File: config.mk
export PLATFORM = sky130hd
export DESIGN_NAME = memc3_reset_sequencer
export DESIGN_NICKNAME = d
export VERILOG_FILES = /design/src/rtl/memc3_reset_sequencer.sv
export SDC_FILE = /design/constraint.sdc
export NUM_CORES = 1
export LEC_CHECK = 0
export CAP_MARGIN = 20
export CORE_ASPECT_RATIO = 1.5
export CORE_UTILIZATION = 53
export DETAILED_ROUTE_END_ITERATION = 16
export PLACE_DENSITY = 0.75
export SYNTH_ARGS = -nofsm -noshare
export SYNTH_HDL_FRONTEND = slang
export SYNTH_SLANG_ARGS = --single-unit
File: constraint.sdc
create_clock -name clk0 -period 1.9 [get_ports clk0]
set_input_delay 0.38 -clock clk0 [delete_from_list [all_inputs] [get_ports clk0]]
set_output_delay 0.38 -clock clk0 [all_outputs]
set_load 0.1 [all_outputs]
File: src/rtl/memc3_reset_sequencer.sv
// Power-up reset sequencer for the MCB: qualifies PLL/BUFPLL lock, holds all domains
// in reset, then releases them one by one. `define MEMC3_RSTSEQ_LOSS_CNT_EN adds lock_loss_cnt.
module memc3_reset_sequencer #(
  parameter int NUM_DOMAINS    = 4,
  parameter int RST_SYNC_NUM   = 25,
  parameter int STAGGER_CYCLES = 16,
  parameter int LOCK_FILTER    = 8,
  parameter int LOCK_MODE      = 0
) (
  input  logic                   clk0,
  input  logic                   sys_rst,
  input  logic                   pll_lock,
  input  logic                   bufpll_lock,
  input  logic                   soft_rst,
  output logic [NUM_DOMAINS-1:0] rst_out,
  output logic                   async_rst,
  output logic                   seq_done,
  output logic [2:0]             seq_state
`ifdef MEMC3_RSTSEQ_LOSS_CNT_EN
  ,
  output logic [7:0]             lock_loss_cnt
`endif
);

  localparam int FILT_W  = $clog2(LOCK_FILTER + 1);
  localparam int HOLD_W  = $clog2(RST_SYNC_NUM + 1);
  localparam int REL_MAX = (NUM_DOMAINS - 1) * STAGGER_CYCLES;
  localparam int REL_W   = (REL_MAX > 0) ? $clog2(REL_MAX + 1) : 1;

  localparam logic [FILT_W-1:0] FILT_MAX  = FILT_W'(LOCK_FILTER);
  localparam logic [FILT_W-1:0] FILT_LAST = FILT_W'(LOCK_FILTER - 1);
  localparam logic [HOLD_W-1:0] HOLD_LAST = HOLD_W'(RST_SYNC_NUM - 1);
  localparam logic [REL_W-1:0]  REL_LAST  = REL_W'(REL_MAX);

  typedef enum logic [2:0] {
    WAIT_LOCK = 3'd0,
    HOLD      = 3'd1,
    RELEASE   = 3'd2,
    RUN       = 3'd3
  } state_t;

  state_t                 state, state_nxt;
  logic                   lock_q1, lock_q2, lock_s, lock_lost;
  logic                   qual, qual_nxt;
  logic [FILT_W-1:0]      filt_cnt, filt_nxt;
  logic [HOLD_W-1:0]      hold_cnt, hold_nxt;
  logic [REL_W-1:0]       rel_cnt, rel_nxt, rel_inc, rel_sel;
  logic [NUM_DOMAINS-1:0] rst_nxt, clr_mask;

  // Both lock inputs are combined first so a single synchronizer qualifies them together.
  always_ff @(posedge clk0 or posedge sys_rst) begin
    if (sys_rst) begin
      lock_q1 <= 1'b0;
      lock_q2 <= 1'b0;
    end else begin
      lock_q1 <= pll_lock & bufpll_lock;
      lock_q2 <= lock_q1;
    end
  end

  assign lock_s    = lock_q2;
  assign lock_lost = (LOCK_MODE == 1) && !lock_s;

  assign rel_inc = (rel_cnt == REL_LAST) ? rel_cnt : rel_cnt + REL_W'(1);

  // Domain i is released once the release counter reaches i*STAGGER_CYCLES.
  always_comb begin
    rel_sel  = (state == RELEASE) ? rel_inc : '0;
    clr_mask = '0;
    for (int i = 0; i < NUM_DOMAINS; i++) begin
      if (i * STAGGER_CYCLES <= int'(rel_sel)) clr_mask[i] = 1'b1;
    end
  end

  // soft_rst is a one-cycle request with no acknowledge: it is acted on only in
  // RELEASE/RUN and silently dropped elsewhere; lock loss wins over it.
  always_comb begin
    state_nxt = state;
    filt_nxt  = filt_cnt;
    hold_nxt  = hold_cnt;
    rel_nxt   = rel_cnt;
    rst_nxt   = rst_out;
    qual_nxt  = qual;
    case (state)
      WAIT_LOCK: begin
        rst_nxt = '1;
        if (!lock_s)                 filt_nxt = '0;
        else if (filt_cnt != FILT_MAX) filt_nxt = filt_cnt + FILT_W'(1);
        if (lock_s && (filt_cnt >= FILT_LAST)) begin
          state_nxt = HOLD;
          hold_nxt  = '0;
          qual_nxt  = 1'b1;
        end
      end
      HOLD: begin
        if (lock_lost) begin
          state_nxt = WAIT_LOCK;
          filt_nxt  = '0;
          rst_nxt   = '1;
          qual_nxt  = 1'b0;
        end else if (hold_cnt == HOLD_LAST) begin
          state_nxt = RELEASE;
          rel_nxt   = '0;
          rst_nxt   = rst_out & ~clr_mask;
        end else begin
          hold_nxt = hold_cnt + HOLD_W'(1);
        end
      end
      RELEASE, RUN: begin
        if (lock_lost) begin
          state_nxt = WAIT_LOCK;
          filt_nxt  = '0;
          rst_nxt   = '1;
          qual_nxt  = 1'b0;
        end else if (soft_rst) begin
          state_nxt = HOLD;
          hold_nxt  = '0;
          rst_nxt   = '1;
        end else if (state == RELEASE) begin
          if (rst_out == '0) begin
            state_nxt = RUN;
          end else begin
            rel_nxt = rel_inc;
            rst_nxt = rst_out & ~clr_mask;
          end
        end
      end
      default: begin
        state_nxt = WAIT_LOCK;
        filt_nxt  = '0;
        rst_nxt   = '1;
      end
    endcase
  end

  always_ff @(posedge clk0 or posedge sys_rst) begin
    if (sys_rst) begin
      state    <= WAIT_LOCK;
      filt_cnt <= '0;
      hold_cnt <= '0;
      rel_cnt  <= '0;
      rst_out  <= '1;
      qual     <= 1'b0;
    end else begin
      state    <= state_nxt;
      filt_cnt <= filt_nxt;
      hold_cnt <= hold_nxt;
      rel_cnt  <= rel_nxt;
      rst_out  <= rst_nxt;
      qual     <= qual_nxt;
    end
  end

  assign async_rst = sys_rst | ~qual;
  assign seq_done  = (state == RUN);
  assign seq_state = state;

`ifdef MEMC3_RSTSEQ_LOSS_CNT_EN
  logic lock_s_d, qual_seen;

  // Counts lock_s falling edges once lock has been qualified at least once.
  always_ff @(posedge clk0 or posedge sys_rst) begin
    if (sys_rst) begin
      lock_s_d      <= 1'b0;
      qual_seen     <= 1'b0;
      lock_loss_cnt <= 8'd0;
    end else begin
      lock_s_d  <= lock_s;
      qual_seen <= qual_seen | qual;
      if ((qual_seen | qual) && lock_s_d && !lock_s && (lock_loss_cnt != 8'hff))
        lock_loss_cnt <= lock_loss_cnt + 8'd1;
    end
  end
`endif

endmodule

==> key figures, run 1 <==
Timing
  • Fin crit share: between 90 and 100%
  • RSZ-0062 raised after global routing: false
  • Minimum clock period after layout: between 1.5 and 2 ns
  • Setup TNS: 0 ns
  • Fmax: ~570 MHz
  • Worst-case clock skew: between 0.002 and 0.0025 ns
  • Final Hold Fails: 0
  • Fin Hold WS: ~0.37 ns
  • Slew Limit Fails: 0
  • Final worst setup slack: about 0.16 ns
  • Final setup violation count: 0

Worst setup path
  • CP max stage delay: around 0.66 ns
  • FF-to-FF End: rel_cnt[0]
  • R2r startpoint: rst_out[3]
  • CP Max Fanout: 4
  • Crit end category: flip-flop
  • Critical path class: flip-flop to flip-flop
  • R2R Setup Slk: between 0.15 and 0.2 ns
  • CP Launch Type: flip-flop
  • CP Cell Sequence: nor4_1 > buf_4 > o32a_4 > or3_1 > a21oi_1
  • Crit-path slowest cell: dfstp_4
  • Cell count of the worst reg-to-reg path: 5
  • CP endpoint: rel_cnt[0]
  • Worst setup startpoint: rst_out[3]
  • CP arrival: about 2 ns
  • Worst Path Required: between 2 and 2.5 ns

Global route
  • Number of global-route vias before repair: between 1000 and 1500
  • Total GRT Usage: around 22%
  • GR Overflow Total: 0
  • Antenna violations before repair: 0
  • Largest net degree at the start of global routing: 25
  • First-pass GRT wire length: around 4600 um

Final layout
  • Final core occ: a little under three quarters
  • Layout cell share with drive strength beyond 1: roughly a fifth
  • Antenna Cells: 0
  • Fin nets: 167
  • Synthesis-to-layout area growth: 23.29%
  • Fin cells: between 150 and 200
  • Fillers: about 170

Logic synthesis
  • Synth top area cells: dfrtp_1, dfstp_2, ha_1
  • FF+latch count, synth: 24
  • Synth top area share: a little under two fifths
  • Post-Syn Nets: approximately 150
  • Post-Syn Area: 1338 um2
  • Synth Flop Type: dfrtp_1
  • EDFF count, synth: 0
  • Post-synthesis sequential area ratio: between 40% and 50%
  • Synth warn: 0
  • Post-synth top cells: dfrtp_1, inv_1, o21ai_0, nor2_1
  • Yosys cell types: 47
  • Synthesized instance count: ~140
  • Area leader, netlist: dfrtp_1
  • Syn_area_per_cell: approximately 9.8 um2
  • Async SR Flop Fraction: between 90% and 100%
  • Count leader, synth: dfrtp_1

Clocking
  • Num CTS Buffers: 3
  • Root Driver: clkbuf_4
  • Cells resized by post-CTS repair: 0
  • Sink Count: 24
  • Post-CTS Hold Buffers: 0
  • TritonCTS clock tree: yes
  • Post-CTS Setup Inserts: 0
  • Clk_lat worst skew: approximately 0.31 ns
  • CTS max path bufs: 2
  • H-tree levels: 1
  • CTS clk-pin slew, worst paths: 0.13 ns

Routing
  • DR vias/cell: approximately 6.1
  • 1st-iter DRT viols: 38
  • Post-route DRC: 0
  • Total via count in the routed design: about 1100
  • DRT antenna net count: 0
  • DRT Pass-1 Iters: 4
  • Drt wl/cell: roughly 15 um
  • Drt total wl: about 2700 um

Worst hold path
  • Tightest Hold Check Type: flip-flop to flip-flop

Power
  • Peak VDD IR: approximately 0.00080 V
  • Leak: between 0.0007 and 0.0008 uW
  • Power share of the sequential group: between 40% and 50%
  • Internal cell power: roughly 1200 uW
  • Combinational Power Share: between 40% and 50%
  • Net Sw Frac: between 30% and 40%
  • Clock share of power: a little under a fifth
  • NetSw: 759.3 uW
  • Pwr/cell area: about 1200 nW/um2

Die
  • Cell row count: 21
  • Die width: roughly 43 um
  • Core area: 2312 um2
  • Chip height: about 64 um
  • Ports: 14
  • Die ar.: roughly 2700 um2
  • Initial Util: 57.85%

Place
  • Port Buf Inserts: 12
  • Worst slack, placed: between 0.004 and 0.005 ns
  • RePlAce Congestion: 0.8612
  • HPWL Detailed: ~2100 um
  • Placed Cells: between 150 and 200

Run
  • Max-cap violations: 0

Outcome
  • Status: completed
## flip-flops by register name, summed over array words and instances (netlist names)
register	flops
lock_q2	1
hold_cnt	5
seq_state	2
qual	1
rst_out	4
lock_q1	1
filt_cnt	4
rel_cnt	6
## placed cells by master, fill, tap and decap left out, drive strengths merged, types with 2 or more instances in the layout
| cell | n |
|---|---|
| inv | 11 |
| nand2 | 7 |
| a32o | 2 |
| nand3 | 7 |
| clkdlybuf4s50 | 4 |
| or2 | 4 |
| a31o | 2 |
| nand2b | 4 |
| ha | 6 |
| or3 | 3 |
| a31oi | 3 |
| and4 | 2 |
| a21oi | 7 |
| buf | 13 |
| and2 | 3 |
| nor2b | 2 |
| or4 | 2 |
| dfrtp | 20 |
| nand4 | 3 |
| clkbuf | 3 |
| o21ai | 11 |
| nor2 | 8 |
| a21o | 2 |
| dfstp | 4 |
| o211ai | 3 |
## per-layer routing
metal / global-route usage [%] / wire length (um)
met5: 0 / 0
met4: 9.470 / 37
met3: 2.865 / 56
met2: 39.20 / 1527
met1: 25.19 / 1111
## area by class of cell
cell class | count | area, um2 | share of cell area (%)
clock buffer | 3 | 22.52 | 1.366
clock inverter | 1 | 30.03 | 1.821
inverter | 11 | 41.29 | 2.504
multi-input combinational | 99 | 676.9 | 41.05
sequential | 24 | 611.8 | 37.10
tap | 23 | 28.78 | 1.745
timing repair buffer | 17 | 237.7 | 14.42
## through the flow
stage          cell area [um2]  total power, uW
2_1_floorplan             1346             1297
3_3_place_gp              1597             1506
3_5_place_dp              1597             1555
4_1_cts                   1649             1925
5_1_grt                   1649             2034
6_report                  1649             1917
## how the worst min path moves through the flow
stage / slack [ns] / startpoint / end / depth (start not counted)
2_1_floorplan: 0.33 / lock_q1 / lock_q2 / 0
3_3_place_gp: 0.33 / lock_q1 / lock_q2 / 0
3_5_place_dp: 0.34 / lock_q1 / lock_q2 / 0
4_1_cts: 0.37 / lock_q1 / lock_q2 / 0
5_1_grt: 0.38 / lock_q1 / lock_q2 / 0
6_report: 0.37 / lock_q1 / lock_q2 / 0
## power by group through the flow
stage	combinational [uW]	sequential, uW	clock [uW]
after global placement	733	773	0
after detailed placement	773	782	0
after floorplan	428	869	0
after global routing	855	790	389
after CTS	776	774	375
final	773	778	367
## critical path, delay by kind of cell, from the launching register on
kind	cells	cell delay (ns)
AOI/OAI and AO/OA	2	0.47
buffers and inverters	1	0.14
DFF	1	0.66
and+or+nand+nor	2	0.42
## cells by family (layout without fill, tap and decap cells)
group	after synthesis	after routing	synth area share, %
and+or+nand+nor	51	51	22.73
AOI/OAI and AO/OA	38	38	19.55
DFF	24	24	45.28
buffers and inverters	14	32	4.303
adders and majority gates	6	6	5.613
muxes	2	2	1.590
other	1	1	0.2804
xor gates and xnor gates	1	1	0.6549
(Power assumes the default switching activity.)
==> run 2, diff against run 1 <==
--- a/config.mk
+++ b/config.mk
@@ -7,9 +7,9 @@
 export LEC_CHECK = 0
 export CAP_MARGIN = 20
 export CORE_ASPECT_RATIO = 1.5
-export CORE_UTILIZATION = 53
+export CORE_UTILIZATION = 34
 export DETAILED_ROUTE_END_ITERATION = 16
-export PLACE_DENSITY = 0.75
 export SYNTH_ARGS = -nofsm -noshare
 export SYNTH_HDL_FRONTEND = slang
 export SYNTH_SLANG_ARGS = --single-unit
+export TNS_END_PERCENT = 1
==> key figures, run 2 (synthesis results as in run 1) <==
Power
  • Combinational Power Share: 43.1% (was 40.3%)
  • Leak: 0.0007344 uW (was 0.0007284 uW)
  • NetSw: 762.5 uW (was 759.3 uW)
  • Clock share of power: 16.2% (was 19.1%)
  • Power share of the sequential group: 40.8% (was 40.6%)
  • Net Sw Frac: 40.77% (was 39.61%)
  • Internal cell power: 1108 uW (was 1158 uW)
  • Pwr/cell area: 1115 nW/um2 (was 1163 nW/um2)
  • Peak VDD IR: 0.0008785 V (was 0.0008029 V)

Routing
  • Drt total wl: 2980 um (was 2732 um)
  • DRT antenna net count: 0 (unchanged)
  • Total via count in the routed design: 1113 (was 1093)
  • Post-route DRC: 0 (unchanged)
  • DR vias/cell: 5.565 (was 6.140)
  • 1st-iter DRT viols: 35 (was 38)
  • DRT Pass-1 Iters: 4 (unchanged)
  • Drt wl/cell: 14.90 um (was 15.35 um)

Timing
  • Fin crit share: 91.07% (was 91.77%)
  • Fin Hold WS: 0.3559 ns (was 0.3659 ns)
  • Setup TNS: 0 ns (unchanged)
  • Final Hold Fails: 0 (unchanged)
  • Minimum clock period after layout: 1.730 ns (was 1.744 ns)
  • Final setup violation count: 0 (unchanged)
  • RSZ-0062 raised after global routing: false (unchanged)
  • Slew Limit Fails: 0 (unchanged)
  • Fmax: 577.9 MHz (was 573.5 MHz)
  • Worst-case clock skew: 0.005800 ns (was 0.002083 ns)

Die
  • Chip height: 78.82 um (was 63.53 um)
  • Die width: 53.21 um (was 43.02 um)
  • Initial Util: 35.99% (was 57.85%)
  • Die ar.: 4194 um2 (was 2733 um2)
  • Core area: 3716 um2 (was 2312 um2)
  • Ports: 14 (unchanged)
  • Cell row count: 27 (was 21)

Final layout
  • Synthesis-to-layout area growth: 25.35% (was 23.29%)
  • Area occupied by registers: 606.8 um2 (was 611.8 um2)
  • Antenna Cells: 0 (unchanged)
  • Commonest non-fill, non-tap cell in the layout: dfrtp_1 (unchanged)
  • Fin nets: 169 (was 167)
  • Largest register FFs: 6 (unchanged)
  • Multi-input gate area: 676.9 um2 (unchanged)
  • Layout cell share with drive strength beyond 1: 19.75% (was 20.00%)
  • Fillers: 343 (was 172)
  • Highest-count cells in the layout ignoring fill and taps: dfrtp_1, o21ai_0, inv_1 (unchanged)
  • Top Registers: rel_cnt (6), hold_cnt (5) (unchanged)
  • Final core occ: 45.12% (was 71.32%)
  • Top reg by flops: rel_cnt (unchanged)

Worst setup path
  • CP max stage delay: 0.42 ns (was 0.66 ns)
  • Family with the most delay on the worst path: simple AND/OR/NAND/NOR gates (was flip-flops)
  • CP arrival: 1.92 ns (was 2.00 ns)
  • Cell count of the worst reg-to-reg path: 6 (was 5)
  • CP Depth: 6 (was 5)
  • Worst Path Required: 2.09 ns (was 2.15 ns)
  • Crit-path slowest cell: dfrtp_1 (was dfstp_4)
  • Crit end category: flip-flop (unchanged)
  • CP Launch Type: flip-flop (unchanged)
  • Worst path bufs/invs: 1 (unchanged)
  • CP Max Fanout: 4 (unchanged)
  • Critical path class: flip-flop to flip-flop (unchanged)
  • CP Cell Sequence: inv_1 > ha_1 > nand4b_1 > o32a_4 > or3_1 > a21oi_1 (was nor4_1 > buf_4 > o32a_4 > or3_1 > a21oi_1)

Clocking
  • Clk_lat worst skew: 0.26 ns (was 0.31 ns)
  • Post-CTS Setup Inserts: 0 (unchanged)
  • Sink Count: 24 (unchanged)
  • Num CTS Buffers: 3 (unchanged)
  • CTS max path bufs: 2 (unchanged)
  • CTS clk-pin slew, worst paths: 0.08 ns (was 0.13 ns)
  • Post-CTS Hold Buffers: 0 (unchanged)
  • Root Driver: clkbuf_8 (was clkbuf_4)
  • Cells resized by post-CTS repair: 0 (unchanged)
  • H-tree levels: 1 (unchanged)
  • TritonCTS clock tree: yes (unchanged)

Outcome
  • Status: completed (unchanged)

Run
  • Max-cap violations: 0 (unchanged)

Global route
  • Largest net degree at the start of global routing: 25 (unchanged)
  • First-pass GRT wire length: 4940 um (was 4643 um)
  • Total GRT Usage: 15.73% (was 21.89%)
  • Number of global-route vias before repair: 1106 (was 1118)
  • Antenna violations before repair: 0 (unchanged)
  • GR Overflow Total: 0 (unchanged)

Place
  • Port Buf Inserts: 12 (unchanged)
  • RePlAce Congestion: 0.8412 (was 0.8612)
  • HPWL Detailed: 2283 um (was 2081 um)

Worst hold path
  • Tightest Hold Check Type: flip-flop to flip-flop (unchanged)
  • Hold depth: 0 (unchanged)
[run 2: cell count changes in the layout (fill, tap and decap cells not counted), sizes merged]
cell,change
bufinv,-1
clkbuf,+1
buf,+2
[run 2: metal layers]
layer	vias to the layer above	global-route usage (%)	wire (um)	part of all wire, %
li1	542	-	-	-
met1	554	17.07	1250	42
met2	15	29.25	1632	55
met3	2	1.916	73	2.4
met4	0	6.053	24	0.81
met5	-	0	0	0
[run 2: through the flow]
step,worst slack (ns),instances,area (um2),power (uW)
floorplan,-0.1329,137,1341,1296
global placement,0.06520,196,1632,1527
detailed placement,0.01377,196,1632,1575
CTS,0.1561,200,1677,1883
global route,0.09447,200,1677,2005
finish,0.1697,200,1677,1870
[run 2: path summary, 6_finish.rpt]
check	from	end	slack [ns]
max reg2reg	hold_cnt[0]	rel_cnt[0]	0.17
min in group asynchronous	sys_rst	lock_q1	0.52
min reg2reg	lock_q1	lock_q2	0.36
max in group asynchronous	sys_rst	rst_out[1]	1.10
max	hold_cnt[0]	rel_cnt[0]	0.17
min	lock_q1	lock_q2	0.36
[run 2: power groups by stage]
stage | registers, uW | logic [uW] | clock network (uW)
global route | 784 | 881 | 341
floorplan | 867 | 429 | 0
CTS | 760 | 811 | 312
detailed placement | 769 | 806 | 0
finish | 762 | 806 | 302
global placement | 763 | 764 | 0
[run 2: worst register-to-register path, delay by kind of cell, from the launching register on]
family                   cells  cell delay [ns]
AO/OA/AOI/OAI                2             0.41
flip-flops                   1             0.42
AND/OR/NAND/NOR              2             0.55
adder cells (fa/ha/maj)      1             0.17
buffers and inverters        1             0.11
[run 2: layout make-up]
cell class	instances	share of cell area, %
Multi-Input combinational cell	99	40.37
Inverter	11	2.463
Clock buffer	4	2.687
Sequential cell	24	36.19
Tap cell	43	3.209
Timing Repair Buffer	19	15.07
==> run 3, diff against run 2 <==
--- a/config.mk
+++ b/config.mk
@@ -7,8 +7,10 @@
 export LEC_CHECK = 0
 export CAP_MARGIN = 20
 export CORE_ASPECT_RATIO = 1.5
-export CORE_UTILIZATION = 34
+export CORE_MARGIN = 8
+export CORE_UTILIZATION = 45
 export DETAILED_ROUTE_END_ITERATION = 16
+export PLACE_DENSITY = 0.66
 export SYNTH_ARGS = -nofsm -noshare
 export SYNTH_HDL_FRONTEND = slang
 export SYNTH_SLANG_ARGS = --single-unit
==> constraint.sdc (replaced) <==
create_clock -name clk0 -period 2.2 [get_ports clk0]
set_input_delay 0.44 -clock clk0 [delete_from_list [all_inputs] [get_ports clk0]]
set_output_delay 0.44 -clock clk0 [all_outputs]
set_load 0.1 [all_outputs]
==> key figures, run 3 (synthesis results as in run 1) <==
Power
  • Leak: 0.0006858 uW (was 0.0007344 uW)
  • NetSw: 651.0 uW (was 762.5 uW)
  • Clock share of power: 19.3% (was 16.2%)
  • Net Sw Frac: 41.28% (was 40.77%)
  • Power share of the sequential group: 42.1% (was 40.8%)
  • Internal cell power: 926.3 uW (was 1108 uW)
  • Pwr/cell area: 999.7 nW/um2 (was 1115 nW/um2)
  • Total power: 1577 uW (was 1870 uW)
  • Combinational Power Share: 38.6% (was 43.1%)
  • Peak VDD IR: 0.0007826 V (was 0.0008785 V)

Final layout
  • Fillers: 278 (was 343)
  • Synthesis-to-layout area growth: 17.96% (was 25.35%)
  • Layout cell share with drive strength beyond 1: 16.45% (was 19.75%)
  • Fin nets: 164 (was 169)
  • Highest-count cells in the layout ignoring fill and taps: dfrtp_1, o21ai_0, inv_1 (unchanged)
  • Commonest non-fill, non-tap cell in the layout: dfrtp_1 (unchanged)
  • Largest register FFs: 6 (unchanged)
  • Fin cells: 191 (was 200)
  • Antenna Cells: 0 (unchanged)
  • Top Registers: rel_cnt (6), hold_cnt (5) (unchanged)
  • Top reg by flops: rel_cnt (unchanged)

Routing
  • DRT antenna net count: 0 (unchanged)
  • Drt total wl: 2724 um (was 2980 um)
  • Drt wl/cell: 14.26 um (was 14.90 um)
  • DRT Pass-1 Iters: 4 (unchanged)
  • Total via count in the routed design: 1078 (was 1113)
  • 1st-iter DRT viols: 34 (was 35)
  • Post-route DRC: 0 (unchanged)
  • DR vias/cell: 5.644 (was 5.565)

Clocking
  • Root Driver: clkbuf_8 (unchanged)
  • H-tree levels: 1 (unchanged)
  • Num CTS Buffers: 3 (unchanged)
  • Post-CTS Hold Buffers: 0 (unchanged)
  • Clk_lat worst skew: 0.27 ns (was 0.26 ns)
  • CTS clk-pin slew, worst paths: 0.09 ns (was 0.08 ns)
  • CTS max path bufs: 2 (unchanged)
  • TritonCTS clock tree: yes (unchanged)
  • Post-CTS Setup Inserts: 0 (unchanged)
  • Cells resized by post-CTS repair: 0 (unchanged)
  • Sink Count: 24 (unchanged)

Worst setup path
  • CP Max Fanout: 13 (was 4)
  • CP arrival: 1.37 ns (was 1.92 ns)
  • Worst Path Required: 1.76 ns (was 2.09 ns)
  • CP max stage delay: 0.66 ns (was 0.42 ns)
  • Crit-path slowest cell: dfrtp_1 (unchanged)
  • CP Cell Sequence: and2_2 > buf_12 (was inv_1 > ha_1 > nand4b_1 > o32a_4 > or3_1 > a21oi_1)
  • Family with the most delay on the worst path: flip-flops (was simple AND/OR/NAND/NOR gates)
  • CP Launch Type: flip-flop (unchanged)
  • Critical path class: flip-flop to output pin (was flip-flop to flip-flop)
  • Crit end category: output pin (was flip-flop)
  • Worst path bufs/invs: 1 (unchanged)

Timing
  • Worst-case clock skew: 0.006781 ns (was 0.005800 ns)
  • Setup TNS: 0 ns (unchanged)
  • Fmax: 551.2 MHz
  • Final Hold Fails: 0 (unchanged)
  • Fin crit share: 82.46%
  • Slew Limit Fails: 0 (unchanged)
  • Slew headroom: 61.59%
  • Minimum clock period after layout: 1.814 ns
  • RSZ-0062 raised after global routing: false (unchanged)
  • Slew at the pin closest to its max-slew limit: ~0.57 ns
  • Final setup violation count: 0 (unchanged)
  • Fin Hold WS: 0.3543 ns (was 0.3559 ns)

Outcome
  • Status: completed (unchanged)

Die
  • Die ar.: 5009 um2 (was 4194 um2)
  • Chip height: 82.77 um (was 78.82 um)
  • Cell row count: 24 (was 27)
  • Initial Util: 46.40% (was 35.99%)
  • Core area: 2883 um2 (was 3716 um2)
  • Ports: 14 (unchanged)
  • Die width: 60.52 um (was 53.21 um)

Global route
  • Largest net degree at the start of global routing: 25 (unchanged)
  • Total GRT Usage: 12.40% (was 15.73%)
  • First-pass GRT wire length: 4705 um (was 4940 um)
  • Antenna violations before repair: 0 (unchanged)
  • Number of global-route vias before repair: 1074 (was 1106)
  • GR Overflow Total: 0 (unchanged)

Place
  • Port Buf Inserts: 12 (unchanged)
  • Placed Cells: 187 (was 196)
  • HPWL Detailed: 2003 um (was 2283 um)
  • RePlAce Congestion: 0.8474 (was 0.8412)

Worst hold path
  • Tightest Hold Check Type: flip-flop to flip-flop (unchanged)

Run
  • Max-cap violations: 0 (unchanged)
[run 3: cell types whose count changed in the layout (fill, tap and decap cells not counted), sizes merged]
cell / previous run / this run
buf: 15 / 10
[run 3: cell type report]
| class | count | area (um2) | area share, % |
|---|---|---|---|
| Clock buffer | 4 | 55.05 | 3.489 |
| Timing Repair Buffer | 14 | 152.6 | 9.675 |
| Tap cell | 39 | 48.80 | 3.093 |
| Sequential cell | 24 | 605.6 | 38.38 |
| Inverter | 11 | 41.29 | 2.617 |
| Multi-Input combinational cell | 99 | 674.4 | 42.74 |
[run 3: power groups by stage]
stage                     Clock, uW  Sequential, uW  Combinational [uW]
after floorplan                   0             748                 371
after global placement            0             662                 594
after detailed placement          0             669                 603
after CTS                       310             664                 610
after global routing            326             684                 672
final                           304             665                 608
[run 3: worst paths after layout]
path                              startpoint  slack (ns)  cells past startpoint    endpoint
worst max-delay path            seq_state[1]        0.39                      2    seq_done
worst min-delay path                 lock_q1        0.35                      0     lock_q2
worst max register to register  seq_state[1]        0.45                      4  rel_cnt[0]
worst min register to register       lock_q1        0.35                      0     lock_q2
max in group asynchronous            sys_rst        1.37                      3  rst_out[0]
min in group asynchronous            sys_rst        0.54                      3     lock_q1
[run 3: through the flow]
step	area (um2)	worst slack (ns)	util, %
5_1_grt	1578	0.3378	54.73
3_5_place_dp	1523	0.2605	52.82
3_3_place_gp	1523	0.2912	52.82
2_1_floorplan	1338	0.0009341	-
4_1_cts	1578	0.3732	54.73
6_report	1578	0.3858	54.73
[run 3: routing by layer]
layer / GRT usage, % / share of wire [%] / routed length, um / up-vias
met5: 0 / 0 / 0 / -
met4: 7.026 / 1.6 / 44 / 0
met3: 3.549 / 3.2 / 88 / 4
met2: 21.57 / 53 / 1446 / 18
met1: 12.96 / 42 / 1144 / 532
li1: - / - / - / 524
==> RTL change 1: new RTL, settings of run 2 <==
Set the parameter `LOCK_MODE` to 1 (it was 0).
--- a/src/rtl/memc3_reset_sequencer.sv
+++ b/src/rtl/memc3_reset_sequencer.sv
@@ -6,5 +6,5 @@
   parameter int STAGGER_CYCLES = 16,
   parameter int LOCK_FILTER    = 8,
-  parameter int LOCK_MODE      = 0
+  parameter int LOCK_MODE      = 1
 ) (
   input  logic                   clk0,
Formal check against the unedited RTL: no difference found for any inputs over 10 cycles, from zero or initial values and one cycle with sys_rst high; that may be too few to reach the edited logic, so the function may still have changed.
==> RTL change 1 against run 2 <==
Wire length shrank 3.3%; final cell count grew 1.5%; sequential cell count is the same; worst setup slack lost 0.014 ns; synthesized cell count grew 5.8%; design area shrank 0.15%; area after synthesis grew 2.2%; critical path type unchanged; critical endpoint is now rel_cnt[3]$_DFFE_PP0P_; largest cell class unchanged.
Power is not compared: it rests on default switching activity, and its combinational part moved more than twofold at a synthesized area within 25%.
==> RTL change 1: results (changes against run 2) <==
[synthesis]
syn_nets=156  ; +5.4%
ys.flop_type=dfrtp_1
yosysSeqAreaShare_pct=44.3  ; -0.99 points
synth_area_leaders=dfrtp_1, dfstp_2, ha_1, nand2_1, a31oi_1
ys_types=43  ; -8.5%
ys_top_cells_by_count=dfrtp_1, nand2_1, inv_1, nand3_1, nor2_1
ys_warn_count=0  ; unchanged

[worst_setup_path]
r2r_end=rel_cnt[3]$_DFFE_PP0P_
critPathMaxFanout=5  ; +1
path_delay_family=simple AND/OR/NAND/NOR gates
r2r_cells=6  ; unchanged
cp_slowest_cell=dfrtp_1
ff2ff_setup_slack_ns=0.16
rr_startpoint=hold_cnt[0]$_DFFE_PP0P_
cp_slowest_stage_delay_ns=0.44  ; +0.02 ns

[outcome]
outcome=completed

[routing]
viasPerCell=5.56  ; about the same
drt_wl_total_mm=2.88  ; -3.3%
drt_pre_antenna_iters=4  ; unchanged
drt-initial-drc-count=31  ; -11%

[min_path]
hold_depth=0  ; unchanged
min_from=lock_q1$_DFF_PP0_
holdPathEnd=lock_q2$_DFF_PP0_

[cts]
cts_buffer_depth=2  ; unchanged
insertion_delay_ns=0.26  ; about the same
post-cts-setup-buffer-count=0  ; unchanged
cts_resized=0  ; unchanged

[global_route]
grt_max_degree=25  ; unchanged
grt_pass1_wl_mm=4.90  ; -0.83%
first_global_vias=1089  ; -1.5%
antenna_found_initial=0  ; unchanged
grtUsageTotal_pct=15.5  ; -0.28 points

[placed_design]
dp_slack_ns=0.106  ; +0.0918 ns
gp_congestion=0.778  ; -7.5%
dp_hpwl_mm=2.15  ; -5.9%

[cells_and_area]
drive_gt1_share_pct=16.9  ; -2.9 points
fin_nets=172  ; +1.8%
insertedDiodeCount=0  ; unchanged

[sta]
finalClockSkew_ns=0.00248  ; -0.00332 ns

[power]
peakVddDrop_mv=0.437

## RTL change 1: logic make-up (layout without fill, tap and decap cells)
family	count (synthesis)	in the layout	share of synthesized area, %
adder cells (fa/ha/maj)	6	6	5.49
AO/OA/AOI/OAI	39	39	19.8
AND/OR/NAND/NOR	54	54	21.5
XOR/XNOR	4	4	2.56
other	1	1	0.274
buffers and inverters	15	30	4.67
flip-flops	24	24	44.3
multiplexers	2	2	1.46
## RTL change 1: through the flow
step | cell area [sq um] | hold slack, ns | instances
global route | 1670 | 0.373 | 203
floorplan | 1370 | 0.331 | 145
finish | 1670 | 0.361 | 203
global placement | 1630 | 0.340 | 199
detailed placement | 1630 | 0.343 | 199
CTS | 1670 | 0.361 | 203
## RTL change 1: where the power goes
part | internal, uW | switching [uW] | leakage [uW]
Clock | 150 | 153 | 0.0000228
Combinational | 13.9 | 26.9 | 0.000387
Sequential | 515 | 5.31 | 0.000284
## RTL change 1: cell type report
type                            instances  area (sq um)
Clock buffer                            4          45.0
Fill cell                             344          2080
Inverter                               10          37.5
Multi-Input combinational cell        106           699
Sequential cell                        24           608
Tap cell                               43          53.8
Timing Repair Buffer                   16           230
## RTL change 1: worst max-delay path by stage
stage	startpoint	to	slack, ns	cells past startpoint
after detailed placement	soft_rst	rel_cnt[4]$_DFFE_PP0P_	0.11	5
after CTS	hold_cnt[0]$_DFFE_PP0P_	rel_cnt[3]$_DFFE_PP0P_	0.18	6
after global placement	soft_rst	rel_cnt[3]$_DFFE_PP0P_	0.15	5
after floorplan	sys_rst	async_rst	-0.14	2
final	hold_cnt[0]$_DFFE_PP0P_	rel_cnt[3]$_DFFE_PP0P_	0.16	6
after global routing	hold_cnt[0]$_DFFE_PP0P_	rel_cnt[3]$_DFFE_PP0P_	0.02	6
## RTL change 1: routing by layer
metal  up-vias  share of wire (%)  track usage, %
met5         -                  0               0
li1        548                  -               -
met2        17                 53            26.4
met1       557                 43            18.9
met3         7                1.9            1.71
met4         0                1.9            6.32
==> RTL change 2: new RTL, settings of run 2 <==
Without the edit above. Add an input register stage for `pll_lock` and `bufpll_lock`; this delays them by one clock.
--- a/src/rtl/memc3_reset_sequencer.sv
+++ b/src/rtl/memc3_reset_sequencer.sv
@@ -40,4 +40,12 @@
   } state_t;
 
+  logic pll_lock_q;
+  logic bufpll_lock_q;
+
+  always_ff @(posedge clk0) begin
+    pll_lock_q    <= pll_lock;
+    bufpll_lock_q <= bufpll_lock;
+  end
+
   state_t                 state, state_nxt;
   logic                   lock_q1, lock_q2, lock_s, lock_lost;
@@ -54,5 +62,5 @@
       lock_q2 <= 1'b0;
     end else begin
-      lock_q1 <= pll_lock & bufpll_lock;
+      lock_q1 <= pll_lock_q & bufpll_lock_q;
       lock_q2 <= lock_q1;
     end
Function: no difference found for any inputs over 10 cycles, from zero or initial values and one cycle with sys_rst high; that may be too few to reach the edited logic, so the function may still have changed.
==> RTL change 2 against run 2 <==
Worst setup slack worse by 0.076 ns; design area is 6.1% higher; sequential cell count is 2 higher; total power is 1.7% higher; wire length is 4.5% higher; clock power is 21% higher; area after synthesis is 5.7% higher; critical path type unchanged; largest power group is now registers.
==> RTL change 2: results (changes against run 2) <==
[global_route]
grtUsageTotal_pct=16.5  ; +0.73 points
use_met3_pct=2.25  ; +0.33 points
antenna_found_initial=0  ; unchanged
first_global_vias=1235  ; +12%
grt_pass1_wl_mm=5.26  ; +6.6%
gr-usage-met2_pct=30.2  ; +0.99 points
grtUsageMet1_pct=16.6  ; -0.42 points

[outcome]
outcome=completed

[worst_setup_path]
arrival_ns=2.01  ; +0.09 ns
critPathMaxFanout=4  ; unchanged
ff2ff_setup_slack_ns=0.09  ; -0.08 ns
rr_startpoint=hold_cnt[1]$_DFFE_PP0P_
cp-startpoint=hold_cnt[1]$_DFFE_PP0P_

[cts]
insertion_delay_ns=0.27
cts_resized=0  ; unchanged
clkTransAtPathRegs_ns=0.09
htreeDepth=1  ; unchanged
post-cts-setup-buffer-count=0  ; unchanged
cts_root_buf=clkbuf_8

[cells_and_area]
num-fill-cells=387  ; +13%
fin_nets=184  ; +8.9%
instances_no_fill=217  ; +8.5%
biggestRegsByFlops=rel_cnt: 6 flops, hold_cnt: 5 flops
drive_gt1_share_pct=19.2  ; -0.56 points

[synthesis]
ys_warn_count=0  ; unchanged
syn_inst=152  ; +11%
synth-compound-area-share_pct=19.6  ; +0.095 points
synthMuxAreaShare_pct=1.42  ; -0.17 points
ys_top_cells_by_count=dfrtp_1, nand2_1, inv_1, nand3_1, o21ai_0
synth_area_leaders=dfrtp_1, dfstp_2, ha_1, nand2_1, inv_1
yosysSeqAreaShare_pct=45.7  ; +0.39 points
syn_nets=163  ; +10%
synth_xor_area_share_pct=0.619  ; -0.035 points
ys_types=46  ; -2.1%
async_flop_share_pct=92.3  ; -7.7 points
yosys.area_share.adder_pct=5.31  ; -0.30 points
ys.flop_type=dfrtp_1

[placed_design]
dp_hpwl_mm=2.39  ; +4.6%
gp_congestion=0.797  ; -5.2%
place_inst=213  ; +8.7%
io_buffers=12  ; unchanged

[routing]
drt-initial-drc-count=22  ; -37%
drc=0  ; unchanged
postRouteAntennaNets=0  ; unchanged
drt_pre_antenna_iters=4  ; unchanged
viasPerCell=5.55  ; -0.30%
wire_per_inst_um=14.4  ; -3.7%

[sta]
finalHoldViolations=0  ; unchanged
finalClockSkew_ns=0.00352  ; -0.00228 ns

[power]
peakVddDrop_mv=0.540  ; -38%
power.leakage_uw=0.000789  ; +7.4%

[min_path]
hp-class=reg2reg

==> RTL change 2: changes by cell type after synthesis, sizes merged, moves of 3 or more <==
cell	delta
o31ai	+3
nand4	-3
inv	+4
o21ai	-3
or2	-4
nand2	+13
==> RTL change 2: where the power goes <==
group	total [uW]	switching, uW	internal (uW)
Combinational	739	424	316
Sequential	797	126	671
Clock	365	180	186
Total	1900	729	1170
==> RTL change 2: cell type report <==
| cell class | instances | area [sq um] | area share, % |
|---|---|---|---|
| Multi-Input combinational cell | 105 | 688 | 38.7 |
| Tap cell | 45 | 56.3 | 3.16 |
| Sequential cell | 26 | 648 | 36.4 |
| Inverter | 15 | 56.3 | 3.16 |
| Timing Repair Buffer | 22 | 275 | 15.5 |
| Clock buffer | 4 | 55.1 | 3.09 |
==> RTL change 2: path summary, 6_finish.rpt <==
kind	end	depth (start not counted)
max in group asynchronous	rst_out[1]$_DFFE_PP1P_	3
min in group asynchronous	rel_cnt[5]$_DFFE_PP0P_	3
min	lock_q2$_DFF_PP0_	0
max	hold_cnt[4]$_DFFE_PP0P_	7
max reg2reg	hold_cnt[4]$_DFFE_PP0P_	7
min reg2reg	lock_q2$_DFF_PP0_	0
==> RTL change 2: metal layers <==
metal | up-vias | part of all wire, %
met5 | - | 0
met4 | 0 | 2.2
met3 | 5 | 2.6
met2 | 24 | 57
met1 | 596 | 39
li1 | 579 | -
==> RTL change 2: metrics by stage <==
stage | TNS [ns] | setup WS, ns | total power [uW] | area [sq um] | hold slack (ns)
floorplan | -0.318 | -0.124 | 1290 | 1430 | 0.331
global placement | -0.159 | -0.0752 | 1530 | 1720 | 0.340
detailed placement | -0.467 | -0.121 | 1560 | 1720 | 0.356
CTS | 0 | 0.0855 | 1930 | 1780 | 0.377
global route | 0 | 0.0132 | 2030 | 1780 | 0.383
finish | 0 | 0.0939 | 1900 | 1780 | 0.368
==> RTL change 2: kinds of logic (layout without fill, tap and decap cells) <==
family                   count (synthesis)  after routing
AND/OR/NAND/NOR                         57             57
AO/OA/AOI/OAI                           38             38
flip-flops                              26             26
buffers and inverters                   21             41
adder cells (fa/ha/maj)                  6              6
multiplexers                             2              2
other                                    1              1
XOR/XNOR                                 1              1
==> RTL change 2: critical path: stages (launching register included) <==
cell and delay (ns):
dfrtp_1 0.40, inv_1 0.06, ha_1 0.19, and4b_4 0.22, a21oi_4 0.16, inv_2 0.06
or4_1 0.50, a21boi_1 0.15
